===== src/rtl/vending_fsm_param_if.sv =====
// ============================================================================
//  vending_fsm_param_if
//  Coin-acceptor / dispenser / change-hopper signal bundle for vending_fsm_param.
//  Rev 1.0
// ============================================================================
`default_nettype none

interface vending_fsm_param_if #(
   parameter int CREDIT_W = 4
);
   logic                coin_valid;
   logic [1:0]          coin_code;
   logic                cancel;
   logic                vend;
   logic                chg_valid;
   logic [CREDIT_W-1:0] chg_amt;
   logic                chg_refund;
   logic                chg_ready;
   logic                coin_rej;
   logic [CREDIT_W-1:0] credit;
   logic                busy;

   // Controller side
   modport slave (
      input  coin_valid, coin_code, cancel, chg_ready,
      output vend, chg_valid, chg_amt, chg_refund, coin_rej, credit, busy
   );

   // Front-end / hopper side
   modport master (
      output coin_valid, coin_code, cancel, chg_ready,
      input  vend, chg_valid, chg_amt, chg_refund, coin_rej, credit, busy
   );
endinterface

`default_nettype wire


===== src/rtl/vending_fsm_param.sv =====
// ============================================================================
//  vending_fsm_param
//  Coin-accumulating vending controller with registered vend/change/refund outputs.
//  Rev 1.0
// ============================================================================
`default_nettype none

module vending_fsm_param #(
   parameter int CREDIT_W = 4,
   parameter int PRICE    = 3,
   parameter int COIN_A   = 1,
   parameter int COIN_B   = 2,
   parameter int COIN_C   = 5
) (
   input  wire                  clk,
   input  wire                  rst,
   vending_fsm_param_if.slave   bus
);

   localparam int c_max_ab   = (COIN_A > COIN_B) ? COIN_A : COIN_B;
   localparam int c_max_coin = (c_max_ab > COIN_C) ? c_max_ab : COIN_C;
   localparam int c_max_val  = (2 ** CREDIT_W) - 1;

   localparam logic [CREDIT_W-1:0] c_price  = CREDIT_W'(PRICE);
   localparam logic [CREDIT_W-1:0] c_coin_a = CREDIT_W'(COIN_A);
   localparam logic [CREDIT_W-1:0] c_coin_b = CREDIT_W'(COIN_B);
   localparam logic [CREDIT_W-1:0] c_coin_c = CREDIT_W'(COIN_C);

   // Credit can never exceed PRICE-1 before a coin lands, so this bound rules out wrap.
   generate
      if ((PRICE < 1) || (PRICE > c_max_val) || ((PRICE - 1 + c_max_coin) > c_max_val))
      begin : g_bad_params
         $error("vending_fsm_param: illegal PRICE/COIN/CREDIT_W combination");
      end
   endgenerate

   typedef enum logic [2:0] {
      S_IDLE    = 3'd0,
      S_COLLECT = 3'd1,
      S_VEND    = 3'd2,
      S_CHANGE  = 3'd3,
      S_REFUND  = 3'd4
   } state_t;

   state_t              state_q, state_d;
   logic [CREDIT_W-1:0] credit_q, credit_d;
   logic [CREDIT_W-1:0] chg_amt_q, chg_amt_d;
   logic                vend_q, vend_d;
   logic                chg_valid_q, chg_valid_d;
   logic                chg_refund_q, chg_refund_d;
   logic                coin_rej_q, coin_rej_d;
   logic                busy_q, busy_d;

   logic                coin_present;
   logic                cur_busy;
   logic [CREDIT_W-1:0] coin_val;
   logic [CREDIT_W-1:0] sum;
   logic [CREDIT_W-1:0] change;

   always_comb begin
      coin_val = '0;
      unique case (bus.coin_code)
         2'b01:   coin_val = c_coin_a;
         2'b10:   coin_val = c_coin_b;
         2'b11:   coin_val = c_coin_c;
         default: coin_val = '0;
      endcase
      if (!bus.coin_valid) begin
         coin_val = '0;
      end
   end

   assign coin_present = bus.coin_valid && (bus.coin_code != 2'b00);
   assign cur_busy     = (state_q == S_VEND) || (state_q == S_CHANGE) || (state_q == S_REFUND);
   assign sum          = credit_q + coin_val;
   assign change       = credit_q - c_price;

   always_comb begin
      state_d      = state_q;
      credit_d     = credit_q;
      chg_amt_d    = chg_amt_q;
      vend_d       = 1'b0;
      chg_valid_d  = chg_valid_q;
      chg_refund_d = chg_refund_q;
      coin_rej_d   = cur_busy && coin_present;

      unique case (state_q)
         S_IDLE, S_COLLECT: begin
            credit_d = sum;
            // Cancel takes priority even when this coin would complete the price.
            if (bus.cancel && (sum != '0)) begin
               state_d      = S_REFUND;
               chg_amt_d    = sum;
               chg_valid_d  = 1'b1;
               chg_refund_d = 1'b1;
            end else if (sum >= c_price) begin
               state_d = S_VEND;
               vend_d  = 1'b1;
            end else if (sum != '0) begin
               state_d = S_COLLECT;
            end else begin
               state_d = S_IDLE;
            end
         end

         S_VEND: begin
            if (change == '0) begin
               state_d  = S_IDLE;
               credit_d = '0;
            end else begin
               state_d      = S_CHANGE;
               chg_amt_d    = change;
               chg_valid_d  = 1'b1;
               chg_refund_d = 1'b0;
            end
         end

         S_CHANGE, S_REFUND: begin
            if (bus.chg_ready) begin
               state_d      = S_IDLE;
               credit_d     = '0;
               chg_amt_d    = '0;
               chg_valid_d  = 1'b0;
               chg_refund_d = 1'b0;
            end
         end

         default: begin
            state_d      = S_IDLE;
            credit_d     = '0;
            chg_amt_d    = '0;
            chg_valid_d  = 1'b0;
            chg_refund_d = 1'b0;
         end
      endcase

      busy_d = (state_d == S_VEND) || (state_d == S_CHANGE) || (state_d == S_REFUND);
   end

   always_ff @(posedge clk) begin
      if (rst) begin
         state_q      <= S_IDLE;
         credit_q     <= '0;
         chg_amt_q    <= '0;
         vend_q       <= 1'b0;
         chg_valid_q  <= 1'b0;
         chg_refund_q <= 1'b0;
         coin_rej_q   <= 1'b0;
         busy_q       <= 1'b0;
      end else begin
         state_q      <= state_d;
         credit_q     <= credit_d;
         chg_amt_q    <= chg_amt_d;
         vend_q       <= vend_d;
         chg_valid_q  <= chg_valid_d;
         chg_refund_q <= chg_refund_d;
         coin_rej_q   <= coin_rej_d;
         busy_q       <= busy_d;
      end
   end

   assign bus.vend       = vend_q;
   assign bus.chg_valid  = chg_valid_q;
   assign bus.chg_amt    = chg_amt_q;
   assign bus.chg_refund = chg_refund_q;
   assign bus.coin_rej   = coin_rej_q;
   assign bus.credit     = credit_q;
   assign bus.busy       = busy_q;

endmodule

`default_nettype wire


===== src/flat_wrapper.sv =====
// flat-port wrapper written by rule: the top's interface ports become plain ports
module vending_fsm_param_flat 
#(
   parameter int CREDIT_W = 4,
   parameter int PRICE    = 3,
   parameter int COIN_A   = 1,
   parameter int COIN_B   = 2,
   parameter int COIN_C   = 5
)
  (clk, rst, bus_coin_valid, bus_coin_code, bus_cancel, bus_chg_ready, bus_vend, bus_chg_valid, bus_chg_amt, bus_chg_refund, bus_coin_rej, bus_credit, bus_busy);
  vending_fsm_param_if #(.CREDIT_W(CREDIT_W)) bus_i ();
  input  wire clk;
  input  wire rst;
  input wire logic [$bits(bus_i.coin_valid)-1:0] bus_coin_valid;
  input wire logic [$bits(bus_i.coin_code)-1:0] bus_coin_code;
  input wire logic [$bits(bus_i.cancel)-1:0] bus_cancel;
  input wire logic [$bits(bus_i.chg_ready)-1:0] bus_chg_ready;
  output wire logic [$bits(bus_i.vend)-1:0] bus_vend;
  output wire logic [$bits(bus_i.chg_valid)-1:0] bus_chg_valid;
  output wire logic [$bits(bus_i.chg_amt)-1:0] bus_chg_amt;
  output wire logic [$bits(bus_i.chg_refund)-1:0] bus_chg_refund;
  output wire logic [$bits(bus_i.coin_rej)-1:0] bus_coin_rej;
  output wire logic [$bits(bus_i.credit)-1:0] bus_credit;
  output wire logic [$bits(bus_i.busy)-1:0] bus_busy;
  assign bus_i.coin_valid = bus_coin_valid;
  assign bus_i.coin_code = bus_coin_code;
  assign bus_i.cancel = bus_cancel;
  assign bus_i.chg_ready = bus_chg_ready;
  assign bus_vend = bus_i.vend;
  assign bus_chg_valid = bus_i.chg_valid;
  assign bus_chg_amt = bus_i.chg_amt;
  assign bus_chg_refund = bus_i.chg_refund;
  assign bus_coin_rej = bus_i.coin_rej;
  assign bus_credit = bus_i.credit;
  assign bus_busy = bus_i.busy;
  vending_fsm_param #(.CREDIT_W(CREDIT_W), .PRICE(PRICE), .COIN_A(COIN_A), .COIN_B(COIN_B), .COIN_C(COIN_C)) u_core (.clk(clk), .rst(rst), .bus(bus_i));
endmodule

===== config.mk =====
export PLATFORM = sky130hd
export DESIGN_NAME = vending_fsm_param_flat
export DESIGN_NICKNAME = d
export VERILOG_FILES = /design/src/rtl/vending_fsm_param_if.sv /design/src/rtl/vending_fsm_param.sv /design/src/flat_wrapper.sv
export SDC_FILE = /design/constraint.sdc
export NUM_CORES = 1
export LEC_CHECK = 0
export BUFFER_PORTS_ARGS = -buffer_cell sky130_fd_sc_hd__buf_2
export CORE_MARGIN = 4
export CORE_UTILIZATION = 50
export CTS_CLUSTER_DIAMETER = 50
export CTS_CLUSTER_SIZE = 10
export DETAILED_ROUTE_END_ITERATION = 12
export GPL_ROUTABILITY_DRIVEN = 0
export PLACE_DENSITY = 0.77
export RECOVER_POWER = 100
export SYNTH_ARGS = -nofsm -noshare
export SYNTH_HDL_FRONTEND = slang
export SYNTH_SLANG_ARGS = --single-unit

===== constraint.sdc =====
create_clock -name clk -period 2.8 [get_ports clk]
set_input_delay 0.56 -clock clk [delete_from_list [all_inputs] [get_ports clk]]
set_output_delay 0.56 -clock clk [all_outputs]
set_load 0.02 [all_outputs]

Word level (Yosys, flattened, before mapping)

Cells that the tools add are included.

Register bits after elaboration: 16
Input bits: 7
Word-level logic and storage cells: 63

Add/subtract/negate cells: 2
Magnitude comparators: 1
Equal/unequal tests: 14
Multiplexer cells: 21
Bitwise gates (word level): 1
Reductions and logical operators: 16

Operators with widths:

| cell                  | count |
|---|---|
| $pmux W4 S3           | 2 |
| $pmux W3 S3           | 2 |
| $mux W4               | 4 |
| $eq A3 B2 Y1 const B  | 4 |
| $mux W3               | 4 |
| $eq A3 B3 Y1 const B  | 2 |
| $mux W1               | 6 |
| $ne A2 B2 Y1 const B  | 3 |
| $pmux W1 S3           | 2 |
| $add A4 B3 Y4         | 1 |
| $eq A2 B2 Y1 const B  | 2 |
| $ge A4 B2 Y1 const B  | 1 |
| $logic_not A4 Y1      | 1 |
| $logic_or A1 B1 Y1    | 4 |
| $reduce_bool A4 Y1    | 1 |
| $reduce_or A2 Y1      | 2 |
| $sub A4 B2 Y4 const B | 1 |
| $eq A3 B1 Y1 const B  | 1 |
| $logic_and A1 B1 Y1   | 3 |
| $logic_not A3 Y1      | 1 |
| $reduce_and A3 Y1     | 1 |
| $reduce_or A3 Y1      | 1 |
| $eq A2 B1 Y1 const B  | 1 |
| $mux W2               | 1 |
| other kinds (4)       | 4 |

Logic depth before layout (Yosys ltp)

Word-level depth: 12
Depth in mapped cells: 8
Depth with buffers taken out: 8

Worst setup path after synthesis

No wires, ideal clock.

Path type: in2reg
Start: input port bus_coin_code[0]
End: register u_core.chg_amt_q[2] (netlist: u_core.bus.chg_amt[2])
Library setup time: 72 ps
Arrival: 2393 ps
Path slack: 335 ps
Stages on the path: 8
Path through: and2_1 -> ha_1 -> fa_1 -> nor3_1 -> nand4_1 -> o21ai_2 -> a2111oi_4 -> mux2i_1

Longest elaborated chain between the ends: 8
Elaborated cells between the ends (all ways): 12
Classes of those cells: add/sub: 1; eq/ne: 4; mux: 4; reduce/logical: 3

RTL lines:

| item                                                | RTL line                 | text |
|---|---|---|
| from (decl)                                         | flat_wrapper.sv:15       | `input wire logic [$bits(bus_i.coin_code)-1:0] bus_coin_code;` |
| $eq A2 B2 Y1 / $eq A2 B1 Y1 (equally long branches) | vending_fsm_param.sv:62  | `unique case (bus.coin_code)` |
| $pmux W3 S3 (*)                                     | vending_fsm_param.sv:62  |  |
| $mux W3 (*)                                         | vending_fsm_param.sv:68  | `if (!bus.coin_valid) begin` |
| $add A4 B3 Y4 (*)                                   | vending_fsm_param.sv:75  | `assign sum = credit_q + coin_val;` |
| $reduce_bool A4 Y1                                  | vending_fsm_param.sv:91  | `if (bus.cancel && (sum != '0)) begin` |
| $logic_and A1 B1 Y1                                 | vending_fsm_param.sv:91  |  |
| $ne A2 B1 Y1 (no source line)                       | --                       |  |
| $reduce_and A3 Y1 (no source line)                  | --                       |  |
| to (signal assigned)                                | vending_fsm_param.sv:153 | `chg_amt_q <= chg_amt_d;` |
| to (decl)                                           | vending_fsm_param.sv:47  | `logic [CREDIT_W-1:0] chg_amt_q, chg_amt_d;` |

Every way passes the cells marked *; elsewhere a longest branch is shown, timed or not. The select of a mux whose other input is x is not followed.
A chain may end at the register's enable or synchronous reset.

Final worst setup path

Start: input port bus_coin_code[0]
End: register u_core.chg_valid_q (netlist: u_core.bus.chg_valid)

Longest elaborated chain between the ends: 8
Elaborated cells between the ends (all ways): 10
Classes of those cells: add/sub: 1; eq/ne: 4; mux: 2; reduce/logical: 3

RTL lines:

| item                                                | RTL line                 | text |
|---|---|---|
| $eq A2 B2 Y1 / $eq A2 B1 Y1 (equally long branches) | vending_fsm_param.sv:62  |  |
| $pmux W3 S3 (*)                                     | vending_fsm_param.sv:62  |  |
| $mux W3 (*)                                         | vending_fsm_param.sv:68  |  |
| $add A4 B3 Y4 (*)                                   | vending_fsm_param.sv:75  |  |
| $reduce_bool A4 Y1 (*)                              | vending_fsm_param.sv:91  |  |
| $logic_and A1 B1 Y1 (*)                             | vending_fsm_param.sv:91  |  |
| $ne A2 B1 Y1 (no source line) (*)                   | --                       |  |
| $reduce_and A3 Y1 (no source line) (*)              | --                       |  |
| to (signal assigned)                                | vending_fsm_param.sv:155 | `chg_valid_q <= chg_valid_d;` |
| to (decl)                                           | vending_fsm_param.sv:49  | `logic chg_valid_q, chg_valid_d;` |

Every way passes the cells marked *; elsewhere a longest branch is shown, timed or not.

==> results by group <==
Logic synthesis
  • Top FF cell, synth: dfxtp_1
  • Most frequent cell after synthesis: dfxtp_1
  • Synth Cell Area: 1010 sq um
  • Register area share after synthesis: between 30% and 40%
  • Post-Syn Nets: ~130
  • Post-Syn Area per Cell: 8.75 sq um
  • Netlist cell types: 44
  • Cell count after synthesis: 116
  • Largest area contributor in the netlist: dfxtp_1
  • Ys Warns: 0
  • EDFF count, synth: 0
  • Ys async rst share: 0%
  • Yosys top cell area share: around a third
  • Ranking of synthesized cells by area: dfxtp_1 (32%), ha_1 (4.9%), mux2i_1 (4.9%)
  • Post-synth top cells: dfxtp_1 (16), nand2_1 (11), nor2_1 (9)
  • Yosys reg bits: 16

Power
  • Worst VDD drop: 0.399 mV
  • P_leak: 0.478 nW
  • Power Density: 710 nW/um^2

Hold path
  • Worst min path class: register to register
  • Cell count of the worst hold path: 2
  • Hold_sp: u_core.bus.chg_amt[3]
  • Worst Hold Path EP: u_core.bus.chg_amt[3]

Clock network
  • Htree depth: 1
  • Clk Tree Root Cell: clkbuf_4
  • # clock sinks: 16
  • TritonCTS clock tree: built
  • Resized cells post-CTS: 0
  • Max clock buf depth: 2
  • Clk Latency, worst-skew pair: 0.29 ns
  • # Post-CTS Setup Buffers: 0
  • Clk slew on worst S/H paths: 0.10 ns
  • Total CTS buffers: 3
  • # hold bufs at CTS: 0

Global route
  • GR Overflow Total: 0
  • GRT Util Overall: 18.4%
  • Initial antenna violation count: 0
  • Vias in the first global route: 873
  • Largest net degree at the start of global routing: 16
  • First-pass GRT wire length: 3.81 mm

Drt
  • Final ANT Viol Nets: 0
  • Vias per cell: approximately 5.6
  • Routed WL: approximately 2.2 mm
  • DR iter-0 viols: 8
  • # DRC: 0
  • Via Count: 910
  • 1st-pass router iterations: 4
  • Avg WL per Cell: around 13 microns

Flow run
  • Max Cap Violations: 0

Floorplanning
  • Starting Density: 52.3%
  • Die H: 53.1 microns
  • Die W: 53.1 microns
  • Total core area: 1940 sq um
  • Die ar.: between 2000 and 3000 sq um
  • Rows: 16
  • Num ports: 20

Final layout
  • Final #Nets: 149
  • Layout cells sized above 1: 11.0%
  • Diodes inserted: 0
  • Area Overhead vs Synth: 12.6%
  • Fillers: 188

Timing
  • Crit share post-route: 86.8%
  • Final min period: 2.43 ns
  • Slew headroom: 45.4%
  • Final setup viols: 0
  • Worst-margin pin slew: 0.807 ns
  • Hold Worst Slack: between 0.4 and 0.5 ns
  • Max Slew Vio Count: 0
  • FMAX: about 0.41 GHz
  • Clock skew: 0.00865 ns
  • Setup TNS: 0 ns
  • Final Hold Viols: 0
  • RSZ-0062 raised after global routing: false

Placement
  • Port Buffers: 19
  • Hpwl dp: 1.67 mm

Worst setup path
  • Crit-path max FO: 7
  • Worst reg-to-reg path cell count: 7
  • CP Class: input port to register
  • Crit path DAT: 2.66 ns
  • Startpoint Class: input port
  • Worst Path Required: 3.03 ns
  • Critical path capture point type: register
  • Worst r2r dst: u_core.bus.chg_valid
  • Setup slack, reg-to-reg: about 0.45 ns
  • RR Startpoint: u_core.bus.credit[0]

Status
  • Outcome: finished clean
## worst max path at each step
stage,slack [ns],end,cells past startpoint,startpoint
after floorplan,0.33,u_core.bus.chg_amt[2],8,bus_coin_code[0]
after global placement,0.15,u_core.bus.chg_valid,9,bus_coin_code[0]
after detailed placement,0.08,u_core.bus.chg_valid,9,bus_coin_code[0]
after CTS,0.37,u_core.bus.chg_valid,9,bus_coin_code[0]
after global routing,0.23,u_core.bus.chg_refund,9,bus_coin_code[0]
final,0.37,u_core.bus.chg_valid,9,bus_coin_code[0]
## logic make-up (layout without fill, tap and decap cells)
family / after synthesis / in the layout / share of synthesized area (%)
fa+ha+maj: 5 / 5 / 6.91
mux: 7 / 7 / 7.15
flops: 16 / 16 / 31.6
xor+xnor: 4 / 4 / 4.19
buf+inv: 8 / 28 / 3.82
compound gates: 26 / 26 / 19.7
simple gates: 50 / 50 / 26.6
## critical path, cell delays in order
cell and delay, ns:
clkbuf_1 0.10, and2_1 0.16, ha_1 0.20, fa_1 0.41, xnor2_2 0.21, nand4_1 0.14, o21ai_2 0.11, a2111oi_4 0.54
mux2i_1 0.23
## cell type report
| type | count | area, sq um | share of cell area (%) |
|---|---|---|---|
| inverter | 4 | 15.0 | 1.31 |
| clock buffer | 4 | 36.3 | 3.18 |
| timing repair buffer | 20 | 81.3 | 7.12 |
| tap | 27 | 33.8 | 2.96 |
| sequential | 16 | 320 | 28.0 |
| multi-input combinational | 92 | 656 | 57.4 |
## placed cells by master (no fill, tap or decap), drive strengths merged, types with 2 or more instances in the layout
master | Yosys | routed
a21boi | 3 | 3
a21oi | 5 | 5
a22o | 2 | 2
and2 | 2 | 2
and3b | 2 | 2
buf | 3 | 5
clkbuf | 1 | 19
dfxtp | 16 | 16
ha | 4 | 4
inv | 4 | 4
mux2 | 2 | 2
mux2i | 5 | 5
nand2 | 11 | 11
nand2b | 7 | 7
nand3 | 4 | 4
nand3b | 3 | 3
nand4 | 2 | 2
nor2 | 9 | 9
nor3 | 4 | 4
nor3b | 2 | 2
o21ai | 6 | 6
xnor2 | 2 | 2
xor2 | 2 | 2
## registers in the layout, summed over array words and instances, names as in the netlist
signal,count
u_core.bus.chg_refund,1
u_core.bus.coin_rej,1
u_core.bus.busy,1
u_core.bus.credit,4
u_core.bus.vend,1
u_core.state_q,3
u_core.bus.chg_amt,4
u_core.bus.chg_valid,1
## power breakdown
part | internal (mW) | total [mW] | switching (mW)
clock | 0.0792 | 0.155 | 0.0756
sequential | 0.269 | 0.321 | 0.0521
combinational | 0.139 | 0.335 | 0.195
## through the flow
step / setup WS (ns) / util, % / power (mW) / instance area (sq um) / std cells
global placement: 0.154 / 58.1 / 0.662 / 1130 / 159
global route: 0.233 / 58.8 / 0.870 / 1140 / 163
detailed placement: 0.0819 / 58.1 / 0.670 / 1130 / 159
floorplan: 0.335 / - / 0.581 / 1010 / 116
finish: 0.370 / 58.8 / 0.811 / 1140 / 163
CTS: 0.372 / 59.9 / 0.825 / 1160 / 163
## metal layers
| metal | vias to the layer above | routed length [microns] | track usage [%] |
|---|---|---|---|
| met4 | 0 | 36 | 7.66 |
| met2 | 16 | 1070 | 31.0 |
| met5 | - | 0 | 0 |
| met3 | 5 | 71 | 2.54 |
| met1 | 427 | 1020 | 23.2 |
| li1 | 462 | - | - |
Note: power is estimated with default switching activity, not from simulation.
